--- src/rtl/obstacle_collision_detector.sv ---
// Decodes the multiplexed obstacle/dino LED drive buses into per-window frame
// bitmaps and latches game_over after HIT_FRAMES consecutive armed overlaps.
module obstacle_collision_detector #(
  parameter int WINDOW      = 50000,
  parameter int HIT_FRAMES  = 2,
  parameter int ARM_WINDOWS = 4
) (
  input  logic         clk,
  input  logic         flag_restart,
  input  logic [7:0]   ob_row,
  input  logic [15:0]  ob_col,
  input  logic [7:0]   dino_row,
  input  logic [15:0]  dino_col,
  output logic         frame_valid,
  output logic [127:0] frame_obs,
  output logic [127:0] frame_dino,
  output logic [7:0]   overlap_cnt,
  output logic         hit,
  output logic         game_over
);
  localparam int WW = (WINDOW > 1) ? $clog2(WINDOW) : 1;
  localparam logic [WW-1:0] WLAST = WW'(WINDOW - 1);
  localparam logic [3:0] ARM_N = 4'(ARM_WINDOWS);
  localparam logic [3:0] HIT_N = 4'(HIT_FRAMES);

  localparam logic [1:0] ST_ARMING  = 2'd0;
  localparam logic [1:0] ST_PLAYING = 2'd1;
  localparam logic [1:0] ST_OVER    = 2'd2;

  logic [127:0] pix_obs, pix_dino;
  logic [127:0] acc_obs_q, acc_dino_q;
  logic [127:0] frame_obs_q, frame_dino_q;
  logic [WW-1:0] wcnt_q;
  logic         frame_valid_q, hit_q, hit_d;
  logic [7:0]   overlap_q, overlap_d;
  logic [3:0]   armcnt_q, run_q, run_d;
  logic [1:0]   state_q, state_d;
  logic         wend, armed;

  for (genvar r = 0; r < 8; r++) begin : g_row
    for (genvar c = 0; c < 16; c++) begin : g_col
      assign pix_obs[r*16+c]  = ob_row[r]   & ~ob_col[c];
      assign pix_dino[r*16+c] = dino_row[r] & ~dino_col[c];
    end
  end

  function automatic logic [7:0] popcnt(input logic [127:0] v);
    logic [7:0] n;
    n = '0;
    for (int i = 0; i < 128; i++) n = n + 8'(v[i]);
    return n;
  endfunction

  assign wend  = (wcnt_q == WLAST);
  assign armed = (armcnt_q == ARM_N);

  // Evaluation runs on the cycle frame_valid is high, using the fresh snapshot.
  always_comb begin
    overlap_d = popcnt(frame_obs_q & frame_dino_q);
    run_d     = run_q;
    state_d   = state_q;
    hit_d     = 1'b0;
    if (state_q == ST_ARMING && armed) state_d = ST_PLAYING;
    if (!armed) begin
      run_d = '0;
    end else if (frame_valid_q && state_q != ST_OVER) begin
      if (overlap_d != 8'd0) run_d = (run_q == 4'hf) ? run_q : run_q + 4'd1;
      else                   run_d = '0;
      if (run_d == HIT_N) begin
        hit_d   = 1'b1;
        state_d = ST_OVER;
      end
    end
  end

  always_ff @(posedge clk) begin
    if (flag_restart) begin
      wcnt_q        <= '0;
      acc_obs_q     <= '0;
      acc_dino_q    <= '0;
      frame_obs_q   <= '0;
      frame_dino_q  <= '0;
      frame_valid_q <= 1'b0;
      overlap_q     <= '0;
      armcnt_q      <= '0;
      run_q         <= '0;
      hit_q         <= 1'b0;
      state_q       <= ST_ARMING;
    end else begin
      frame_valid_q <= wend;
      if (wend) begin
        wcnt_q       <= '0;
        frame_obs_q  <= acc_obs_q | pix_obs;
        frame_dino_q <= acc_dino_q | pix_dino;
        acc_obs_q    <= '0;
        acc_dino_q   <= '0;
      end else begin
        wcnt_q     <= wcnt_q + WW'(1);
        acc_obs_q  <= acc_obs_q | pix_obs;
        acc_dino_q <= acc_dino_q | pix_dino;
      end
      if (frame_valid_q) begin
        overlap_q <= overlap_d;
        if (!armed) armcnt_q <= armcnt_q + 4'd1;
      end
      run_q   <= run_d;
      hit_q   <= hit_d;
      state_q <= state_d;
    end
  end

  assign frame_valid = frame_valid_q;
  assign frame_obs   = frame_obs_q;
  assign frame_dino  = frame_dino_q;
  assign overlap_cnt = overlap_q;
  assign hit         = hit_q;
  assign game_over   = (state_q == ST_OVER);
endmodule

--- config.mk ---
export PLATFORM = sky130hd
export DESIGN_NAME = obstacle_collision_detector
export DESIGN_NICKNAME = d
export VERILOG_FILES = /design/src/rtl/obstacle_collision_detector.sv
export SDC_FILE = /design/constraint.sdc
export NUM_CORES = 1
export LEC_CHECK = 0
export ABC_AREA = 1
export BUFFER_PORTS_ARGS = -buffer_cell sky130_fd_sc_hd__buf_2
export CORE_MARGIN = 2
export CORE_UTILIZATION = 47
export DETAILED_ROUTE_END_ITERATION = 8
export PLACE_DENSITY = 0.78
export SYNTH_ARGS = -nofsm -noshare
export SYNTH_HDL_FRONTEND = slang
export SYNTH_SLANG_ARGS = --single-unit
export TNS_END_PERCENT = 10
--- constraint.sdc ---
create_clock -name clk -period 22.1 [get_ports clk]
set_input_delay 4.42 -clock clk [delete_from_list [all_inputs] [get_ports clk]]
set_output_delay 4.42 -clock clk [all_outputs]
set_load 0.1 [all_outputs]
==> key figures <==
Drt
  – Routed length per placed instance: between 20 and 25 µm
  – Iteration count of the initial detailed-routing pass: 7
  – Detailed-route vias per instance: 5.39
  – Detailed Route Iter0 Violations: 1,922
  – Number of nets still failing antenna checks after routing: 0
  – DRC viols: 0
  – Wire length after detailed routing: 70,400 µm
  – Overall via count from detail_route: 17,800

Critical path
  – CP Class: reg -> reg
  – Capture point of the critical path: state_q[1]$_SDFF_PP0_
  – Critical Path Fanout Max: 4
  – Largest stage delay on the critical path: 0.61 ns
  – Worst-case register-to-register setup slack: 14.35 ns
  – Worst-path cell with the longest stage delay: sky130_fd_sc_hd__fa_1
  – CP startpoint kind: flip-flop
  – Data arrival time of the critical path: 8.29 ns
  – Launch instance of the worst register-to-register path: frame_dino[123]$_SDFFE_PP0P_
  – Start point of the critical path: frame_dino[123]$_SDFFE_PP0P_
  – R2R cell count: 29
  – Dominant cell type by count on the critical path: sky130_fd_sc_hd__fa_1
  – Type of element capturing the critical path: flip-flop
  – Worst Path Required: 22.64 ns
  – Endpoint of the most critical register-to-register path: state_q[1]$_SDFF_PP0_

Floorplanning
  – Core area: 44,400 µm²
  – Number of top-level design ports: approximately 320
  – Horizontal die dimension: 216 µm
  – Number of core rows: 77
  – Starting utilization of the core area: 0.477
  – Die Height: ~220 µm
  – Die area: 46,800 µm²

GRT
  – Overall global routing resource usage: 0.297
  – Largest net degree at the start of global routing: 195
  – Initial antenna violation count: 1
  – Congestion Overflow GR: 0
  – First-pass GRT wire length: ~100,000 µm
  – Vias in the first global route: 17,100

Power
  – Cell leakage power: 11.8 nW
  – Combinational power share: 0.050
  – Sw power: around 0.48 mW
  – Reg power frac: 0.492
  – Pwr/cell area: about 85 nW/µm²
  – Net switching fraction of the power: 0.228
  – Clk pwr share: 0.457
  – Largest vdd supply drop: 67.3 µV
  – Overall power consumption: ~2.1 mW
  – Internal power contribution: 1.61 mW

STA
  – Slew margin rel.: 0.137
  – Smallest setup slack after layout: approximately 14 ns
  – Total count of max-transition violations in the final report: 0
  – Final Hold Fails: 0
  – Finish-stage setup viols: 0
  – Min Clock Period, post-route: 7.75 ns
  – Achievable frequency: 129 MHz
  – Final TNS setup: 0 ns
  – Largest clock skew in the final design: 0.0243 ns
  – Final period util: 0.351
  – Least-Margin Pin Slew: between 1 and 1.5 ns
  – RSZ-0062 raised after global routing: false

Clock tree
  – Clock transition at path regs: around 0.07 ns
  – Post-CTS Hold Buffers: 0
  – Number of cells upsized or downsized after cts: 0
  – TritonCTS clock tree: done
  – Worst-skew pair later-pin latency: around 0.61 ns
  – Post-CTS setup repair buffer count: 0
  – CTS Buffer Depth: 3
  – H-tree level count: 2
  – Num CTS Buffers: 54
  – Cell at the root of the clock tree: sky130_fd_sc_hd__clkbuf_16
  – Total clock sinks: 548

Logic synthesis
  – Share of the synthesized area in compound gates (AO/OA/AOI/OAI): 0.133
  – Post-synthesis share of cell area spent on xor and xnor gates: 0.00124
  – Synthesized net count: about 2,600
  – Most area-hungry cell type in the Yosys netlist: sky130_fd_sc_hd__dfxtp_1
  – Number of unique standard cell types used by synthesis: 28
  – Top FF cell, synth: sky130_fd_sc_hd__dfxtp_1
  – Post-synthesis sequential element count: 548
  – Fraction of post-synthesis cell area in the top cell type by area: 0.518
  – Cells after synthesis: about 2,400
  – Largest family of logic cells by synthesized area: simple AND/OR/NAND/NOR gates
  – Synth warn: 0
  – Mean post-synth cell area: 8.81 µm²
  – Sequential fraction of the synthesis area: 0.518
  – Area share of and/or/nand/nor cells after synthesis: 0.142
  – Synth Cell Area: about 21,000 µm²
  – Asr flop ratio synth: 0
  – Adder-cell share of the synthesized area: 0.126
  – Portion of netlist area occupied by mux cells: 0.000472
  – Leading post-synthesis cells by cell area: sky130_fd_sc_hd__dfxtp_1 (52%), sky130_fd_sc_hd__fa_1 (11%), sky130_fd_sc_hd__nand2_1 (7.8%)
  – Number of enable flip-flop cells after synthesis: 0

Worst hold path
  – Class of the most critical hold timing path: reg -> reg

Flow run
  – Maximum Capacitance Violations: 0

Final layout
  – Post-layout nets: approximately 2,900
  – Fraction of layout cells with a size suffix above 1: 0.152
  – Final core utilization: 0.555
  – Post-route cell area: 24,700 µm²
  – P&R area growth vs syn: 16.3%

Place
  – Port-buffer cells: 316
  – Post-place setup slack: 14.38 ns
  – Total cell area at the placement stage: around 23,000 µm²
  – Final RePlAce weighted congestion: 0.884
  – Sum of net half-perimeters after detailed placement: 47,000 µm

Status
  – Status: completed
## power groups by stage
stage                     sequential [mW]  clock (mW)  combinational [mW]
after floorplan                      1.05           0              0.0674
after global placement               1.05           0              0.0991
after detailed placement             1.05           0               0.103
after CTS                            1.03       0.960               0.103
after global routing                 1.03       0.999               0.113
final                                1.03       0.956               0.105
## cell usage in the layout (no fill, tap or decap), types with 9 or more instances in the layout
cell type	Yosys	final
sky130_fd_sc_hd__dfxtp_1	548	548
sky130_fd_sc_hd__fa_1	115	115
sky130_fd_sc_hd__a21oi_1	280	280
sky130_fd_sc_hd__clkbuf_1	43	13
sky130_fd_sc_hd__clkbuf_16	0	55
sky130_fd_sc_hd__nand2_1	443	443
sky130_fd_sc_hd__nor2_1	294	294
sky130_fd_sc_hd__nand3_1	27	27
sky130_fd_sc_hd__ha_1	29	29
sky130_fd_sc_hd__inv_1	246	246
sky130_fd_sc_hd__o21ai_0	33	33
sky130_fd_sc_hd__clkinv_2	0	9
sky130_fd_sc_hd__buf_2	42	316
sky130_fd_sc_hd__o21ai_1	240	240
## registers in the layout, summed over array words and instances, names as in the netlist
name	count
acc_dino_q	128
armcnt_q	4
frame_obs	128
frame_valid	1
wcnt_q	16
state_q	2
acc_obs_q	128
run_q	4
frame_dino	128
hit	1
overlap_cnt	8
## cells by family after synthesis
| logic type | count (synthesis) |
|---|---|
| flops | 548 |
| mux | 1 |
| xor+xnor | 3 |
| fa+ha+maj | 144 |
| simple gates | 781 |
| buf+inv | 369 |
| compound gates | 560 |
## synthesized netlist by cell type, types with 27 or more instances
cell type,n
sky130_fd_sc_hd__a21oi_1,280
sky130_fd_sc_hd__o21ai_0,33
sky130_fd_sc_hd__o21ai_1,240
sky130_fd_sc_hd__ha_1,29
sky130_fd_sc_hd__clkbuf_1,43
sky130_fd_sc_hd__nor2_1,294
sky130_fd_sc_hd__fa_1,115
sky130_fd_sc_hd__inv_1,246
sky130_fd_sc_hd__buf_2,42
sky130_fd_sc_hd__nand3_1,27
sky130_fd_sc_hd__nand2_1,443
sky130_fd_sc_hd__dfxtp_1,548
sky130_fd_sc_hd__buf_6,33
## cell type report
type                            count  area [µm²]
Antenna cell                        2        5.00
Clock buffer                       74        1510
Clock inverter                     21         319
Fill cell                        3902       19800
Inverter                          249         950
Multi-Input combinational cell   1489        8550
Sequential cell                   548       11000
Tap cell                          592         741
Timing Repair Buffer              320        1610
## worst min-delay path by stage
| stage | startpoint | endpoint | depth (start not counted) |
|---|---|---|---|
| floorplan | wcnt_q[0]$_SDFF_PP0_ | wcnt_q[0]$_SDFF_PP0_ | 1 |
| global placement | wcnt_q[0]$_SDFF_PP0_ | wcnt_q[0]$_SDFF_PP0_ | 1 |
| detailed placement | wcnt_q[0]$_SDFF_PP0_ | wcnt_q[0]$_SDFF_PP0_ | 1 |
| CTS | wcnt_q[0]$_SDFF_PP0_ | wcnt_q[0]$_SDFF_PP0_ | 1 |
| global route | acc_dino_q[62]$_SDFF_PP0_ | acc_dino_q[62]$_SDFF_PP0_ | 2 |
| finish | wcnt_q[0]$_SDFF_PP0_ | wcnt_q[0]$_SDFF_PP0_ | 1 |
## critical path, delay by kind of cell, from the launching register on
kind	cells	cell delay [ns]
DFF	1	0.34
buffers and inverters	5	0.30
AOI/OAI and AO/OA	2	0.26
adders and majority gates	12	5.87
and+or+nand+nor	10	0.92
## metal layers
metal	GRT usage	part of all wire	wire [µm]	vias to the layer above
met1	0.371	0.40	27800	8552
met4	0.168	0.067	4690	0
met2	0.487	0.46	32500	881
met3	0.0532	0.077	5420	219
met5	0	0	0	-
li1	-	-	-	8119
## per-stage QoR
step | std cells | hold WS [ns]
6_report | 3295 | 0.461
5_1_grt | 3293 | 0.480
4_1_cts | 3293 | 0.465
3_5_place_dp | 3198 | 0.450
3_3_place_gp | 3198 | 0.438
2_1_floorplan | 2406 | 0.430
(Power assumes the default switching activity.)
